**src/rtl/aoi22_pipe_pkg.sv**
```systemverilog
// Shared constants and the width-generic AOI22 helper for the aoi22_pipe block.
package aoi22_pipe_pkg;

  localparam int AOI22_PIPE_MAX_STAGES = 4;
  localparam int AOI22_PIPE_MAX_WIDTH  = 64;
  localparam int AOI22_PIPE_CNT_W      = 16;

  typedef logic [AOI22_PIPE_MAX_WIDTH-1:0] aoi22_word_t;

  // Callers zero-extend narrower operands and truncate the result back.
  function automatic aoi22_word_t aoi22_f(input aoi22_word_t a1,
                                          input aoi22_word_t a2,
                                          input aoi22_word_t b1,
                                          input aoi22_word_t b2);
    return ~((a1 & a2) | (b1 & b2));
  endfunction

endpackage

```
**src/rtl/aoi22_pipe_stage.sv**
```systemverilog
// One elastic register slot: valid bit plus WIDTH data, loading whenever it is
// empty or its downstream neighbour is ready.
module aoi22_pipe_stage
  import aoi22_pipe_pkg::*;
#(
  parameter int WIDTH = 8
) (
  input  logic             clk,
  input  logic             rst,
  input  logic             up_valid,
  input  logic [WIDTH-1:0] up_data,
  input  logic             dn_ready,
  output logic             dn_valid,
  output logic [WIDTH-1:0] dn_data
);

  logic             valid_r;
  logic [WIDTH-1:0] data_r;
  logic             load_s;

  assign load_s = ~valid_r | dn_ready;

  // Slot register; an empty load clears valid but keeps the old data.
  always_ff @(posedge clk or posedge rst) begin
    if (rst) begin
      valid_r <= 1'b0;
      data_r  <= {WIDTH{1'b0}};
    end else if (load_s) begin
      valid_r <= up_valid;
      if (up_valid) begin
        data_r <= up_data;
      end
    end
  end

  assign dn_valid = valid_r;
  assign dn_data  = data_r;

endmodule

```
**src/rtl/aoi22_pipe.sv**
```systemverilog
// Registered, back-pressured WIDTH-bit AOI22 pipeline of STAGES elastic slots.
// Define AOI22_PIPE_PERF_EN to add saturating XFER_CNT / STALL_CNT outputs.
module aoi22_pipe
  import aoi22_pipe_pkg::*;
#(
  parameter int WIDTH  = 8,
  parameter int STAGES = 2
) (
  input  logic                        CLK,
  input  logic                        RST,
  input  logic [WIDTH-1:0]            A1,
  input  logic [WIDTH-1:0]            A2,
  input  logic [WIDTH-1:0]            B1,
  input  logic [WIDTH-1:0]            B2,
  input  logic                        IN_VALID,
  output logic                        IN_READY,
  output logic [WIDTH-1:0]            ZN,
  output logic                        OUT_VALID,
  input  logic                        OUT_READY
`ifdef AOI22_PIPE_PERF_EN
  ,
  output logic [AOI22_PIPE_CNT_W-1:0] XFER_CNT,
  output logic [AOI22_PIPE_CNT_W-1:0] STALL_CNT
`endif
);

  if ((WIDTH < 1) || (WIDTH > AOI22_PIPE_MAX_WIDTH)) begin : g_bad_width
    $error("aoi22_pipe: WIDTH out of range 1..64");
  end
  if ((STAGES < 1) || (STAGES > AOI22_PIPE_MAX_STAGES)) begin : g_bad_stages
    $error("aoi22_pipe: STAGES out of range 1..4");
  end

  // Index k is the input side of stage k; index STAGES is the pipeline output.
  logic [STAGES:0]  up_valid_s;
  logic [STAGES:0]  ready_s;
  logic [WIDTH-1:0] data_s [STAGES+1];

  assign up_valid_s[0] = IN_VALID;
  assign data_s[0]     = WIDTH'(aoi22_f(AOI22_PIPE_MAX_WIDTH'(A1), AOI22_PIPE_MAX_WIDTH'(A2),
                                        AOI22_PIPE_MAX_WIDTH'(B1), AOI22_PIPE_MAX_WIDTH'(B2)));
  assign ready_s[STAGES] = OUT_READY;

  // Ready is unrolled into "some slot at or after k is empty, or the sink takes".
  for (genvar k = 0; k < STAGES; k++) begin : g_stage
    assign ready_s[k] = OUT_READY | ~(&up_valid_s[STAGES:k+1]);

    aoi22_pipe_stage #(.WIDTH(WIDTH)) u_stage (
      .clk      (CLK),
      .rst      (RST),
      .up_valid (up_valid_s[k]),
      .up_data  (data_s[k]),
      .dn_ready (ready_s[k+1]),
      .dn_valid (up_valid_s[k+1]),
      .dn_data  (data_s[k+1])
    );
  end

  assign IN_READY  = ready_s[0] & ~RST;
  assign OUT_VALID = up_valid_s[STAGES];
  assign ZN        = data_s[STAGES];

`ifdef AOI22_PIPE_PERF_EN
  localparam logic [AOI22_PIPE_CNT_W-1:0] CNT_MAX = {AOI22_PIPE_CNT_W{1'b1}};
  localparam logic [AOI22_PIPE_CNT_W-1:0] CNT_ONE = AOI22_PIPE_CNT_W'(1);

  logic [AOI22_PIPE_CNT_W-1:0] xfer_cnt_r;
  logic [AOI22_PIPE_CNT_W-1:0] stall_cnt_r;

  // Saturating counters of output transfers and output stall cycles.
  always_ff @(posedge CLK or posedge RST) begin
    if (RST) begin
      xfer_cnt_r  <= {AOI22_PIPE_CNT_W{1'b0}};
      stall_cnt_r <= {AOI22_PIPE_CNT_W{1'b0}};
    end else begin
      if (OUT_VALID && OUT_READY && (xfer_cnt_r != CNT_MAX)) begin
        xfer_cnt_r <= xfer_cnt_r + CNT_ONE;
      end
      if (OUT_VALID && !OUT_READY && (stall_cnt_r != CNT_MAX)) begin
        stall_cnt_r <= stall_cnt_r + CNT_ONE;
      end
    end
  end

  assign XFER_CNT  = xfer_cnt_r;
  assign STALL_CNT = stall_cnt_r;
`endif

endmodule

```
**config.mk**
```make
export PLATFORM = sky130hd
export DESIGN_NAME = aoi22_pipe
export DESIGN_NICKNAME = d
export VERILOG_FILES = /design/src/rtl/aoi22_pipe_pkg.sv /design/src/rtl/aoi22_pipe_stage.sv /design/src/rtl/aoi22_pipe.sv
export SDC_FILE = /design/constraint.sdc
export NUM_CORES = 1
export LEC_CHECK = 0
export CORE_MARGIN = 10
export CORE_UTILIZATION = 33
export DETAILED_ROUTE_END_ITERATION = 8
export GPL_TIMING_DRIVEN = 0
export PLACE_DENSITY = 0.76
export SETUP_SLACK_MARGIN = 0.4
export SLEW_MARGIN = 20
export SYNTH_ARGS = -nofsm -noshare
export SYNTH_HDL_FRONTEND = slang
export SYNTH_SLANG_ARGS = --single-unit
export TNS_END_PERCENT = 5
```
**constraint.sdc**
```tcl
create_clock -name CLK -period 1 [get_ports CLK]
set_input_delay 0.15 -clock CLK [delete_from_list [all_inputs] [get_ports CLK]]
set_output_delay 0.15 -clock CLK [all_outputs]
set_load 0.02 [all_outputs]
```
==> impl_metrics.py <==
metrics = {
    "power_and_ir_drop": {
        "cellPowerDensity_nw_per_um2": 1670,
        "leakagePower_nw": 0.646,
        "irDropWorstVdd_mv": 1.13,
    },
    "sta": {
        "setup_viol": 26,
        "period_share": 1.21,
        "fin_worst_skew_ns": 0.000408,
        "setup_tns_ns": -3.65,
        "worst_slack_ns": -0.205,
        "rsz0062_at_grt": "yes",
        "tightest_slew_ns": 0.240,
        "drv_slew": 0,
        "finalCriticalPeriod_ns": 1.21,
        "timing.hold.ws_ns": 0.272,
        "slew_headroom": 0.840,
        "hold_viol": 0,
        "fmax_mhz": 830,
    },
    "global_routing": {
        "overflow": 0,
        "grt_pass1_vias": 751,
        "antenna_found_initial": 0,
        "grt_first_pass_wirelength_um": 3530,
        "grt_max_degree": 19,
        "grt_usage": 0.0886,
    },
    "drt": {
        "drtPass1Iterations": 4,
        "drc": 0,
        "ant_nets": 0,
        "drtIter0Drc": 6,
        "vias": 649,
        "via_per_inst": 4.64,
        "wl_per_cell_um": 15.7,
        "wl_um": 2200,
    },
    "clock_tree": {
        "ctsRootBufferMaster": "clkbuf_4",
        "ctsHoldBuffers": 0,
        "h-tree-depth": 1,
        "cts_tree": "done",
        "cts_buffers": 3,
        "cts_sinks": 18,
        "clock_path_buffers": 2,
        "path_clk_slew_ns": 0.10,
        "insertion_delay_ns": 0.28,
    },
    "synthesis": {
        "ys_warn_count": 0,
        "synth.area.top_cells": "dfrtp_1 56%, mux2_2 22%, a22oi_1 7.4%",
        "synth.distinct_cells": 10,
        "syn-cell-area_um2": 808,
        "seq_area_frac_synth": 0.557,
        "synth_nets": 94,
        "netlist_instances": 58,
        "synth-seq-cells": 18,
        "syn_avg_cell_area_um2": 13.9,
        "yosys.area.top_type_share": 0.557,
        "yosysTopAreaCell": "dfrtp_1",
    },
    "floorplanning": {
        "ios": 46,
        "die_area_um2": 4830,
        "std_cell_rows": 17,
        "coreArea_um2": 2280,
        "initial_utilization": 0.355,
        "die_w_um": 69.5,
        "die_h_um": 69.5,
    },
    "setup_path": {
        "critical-path-top-delay-family": "flip-flops",
        "arrival_ns": 1.38,
        "crit_cells": 4,
        "critPathMaxFanout": 8,
        "r2r_cells": 4,
        "cp-start-kind": "register",
        "crit_chain": "nand3b_4 > buf_4 > nand2_8 > mux2_2",
        "worst-path-buf-inv": 1,
        "worstPathRequired_ns": 1.18,
        "critPathMaxStageDelay_ns": 0.41,
        "crit_type": "register to register",
        "cp_slowest_cell": "dfrtp_1",
        "endpoint_kind": "register",
    },
    "finish": {
        "fillers": 177,
        "nNetsFinal": 149,
        "final_cells": 140,
        "layout-area-overhead-vs-synth_pct": 82.7,
        "finalInstanceArea_um2": 1480,
        "drive_above_1_share": 0.429,
        "diodes": 0,
    },
    "place": {
        "dpl_cell_area_um2": 1310,
        "routabilityCongestion": 0.634,
        "dp.cells": 131,
        "portBuffers": 45,
        "dp_hpwl_um": 1690,
    },
    "worst_hold_path": {
        "holdCritPathClass": "input pin to asynchronous set/reset pin",
    },
    "outcome": {
        "status": "finished, violations left",
        "violations": "setup timing",
    },
    "run": {
        "maxCapViolations": 0,
    },
}
-- worst paths after layout --
check,slack [ns],end,start
setup / recovery,-0.21,g_stage[0].u_stage.dn_data[1],g_stage[0].u_stage.dn_valid
hold / removal,0.27,g_stage[1].u_stage.dn_data[3],RST
setup reg to reg,-0.21,g_stage[0].u_stage.dn_data[1],g_stage[0].u_stage.dn_valid
hold reg to reg,0.52,g_stage[0].u_stage.dn_data[3],g_stage[0].u_stage.dn_data[3]
max in group asynchronous,0.52,g_stage[1].u_stage.dn_valid,RST
min in group CLK,0.52,g_stage[0].u_stage.dn_data[3],g_stage[0].u_stage.dn_data[3]
-- state kept, by name, summed over array words and instances (netlist names) --
register / count
g_stage.u_stage.dn_data: 16
g_stage.u_stage.dn_valid: 2
-- layout make-up --
cell class	instances	area, µm²	share of cell area
tap	28	35.0	0.0237
inverter	1	7.51	0.00508
buffer	8	90.1	0.0610
clock buffer	4	36.3	0.0246
sequential	18	452	0.306
multi-input combinational	31	358	0.242
timing repair buffer	50	498	0.337
-- worst register-to-register path, stage by stage (launching register included) --
cell and delay [ns]:
dfrtp_1 0.41, nand3b_4 0.09, buf_4 0.16, nand2_8 0.10
mux2_2 0.34
-- where the power goes --
part / switching [mW] / internal (mW) / leakage [nW]
Sequential: 0.106 / 0.884 / 0.202
Clock: 0.212 / 0.221 / 0.0210
Combinational: 0.356 / 0.692 / 0.422
-- timing repair --
action / 4_1_cts / 5_1_grt
setup endpoints to repair: 46 / 28
resized for setup: 62 / 5
pin swaps: 2 / 0
setup buffers: 5 / 0
-- placed cells by master (no fill, tap or decap), types with 2 or more instances in the layout --
master / instances
a22oi_1: 8
buf_4: 5
buf_6: 17
clkbuf_4: 3
clkdlybuf4s50_1: 35
dfrtp_1: 17
mux2_2: 8
mux2_4: 8
nand2_8: 2
nand2b_1: 3
-- cell usage after synthesis (all sizes together) --
master / count
a22oi: 8
and2: 1
buf: 8
dfrtp: 18
inv: 1
mux2: 16
nand2: 2
nand2b: 3
nand3b: 1
-- metal layers --
metal  vias to the layer above  wire length, µm  part of all wire  global-route usage
met3                         2              237              0.11              0.0456
met5                         -                0                 0                   0
met1                       309              861              0.39              0.0925
li1                        309                -                 -                   -
met2                        29             1090              0.49               0.144
met4                         0               10            0.0046              0.0399
-- through the flow --
| stage | setup WS, ns | total power [mW] | util |
|---|---|---|---|
| after floorplan | -0.110 | 1.45 | - |
| after global placement | -1.07 | 1.82 | 0.574 |
| final | -0.205 | 2.47 | 0.649 |
| after global routing | -0.275 | 2.63 | 0.649 |
| after CTS | -0.219 | 2.47 | 0.640 |
| after detailed placement | -1.08 | 1.85 | 0.574 |
-- kinds of logic (layout without fill, tap and decap cells) --
group,Yosys count,count (layout),share of synthesized area
buf+inv,9,63,0.0789
simple gates,7,7,0.0666
compound gates,8,8,0.0743
mux,16,16,0.223
flops,18,18,0.557
Power figures use the tool's default switching activity.
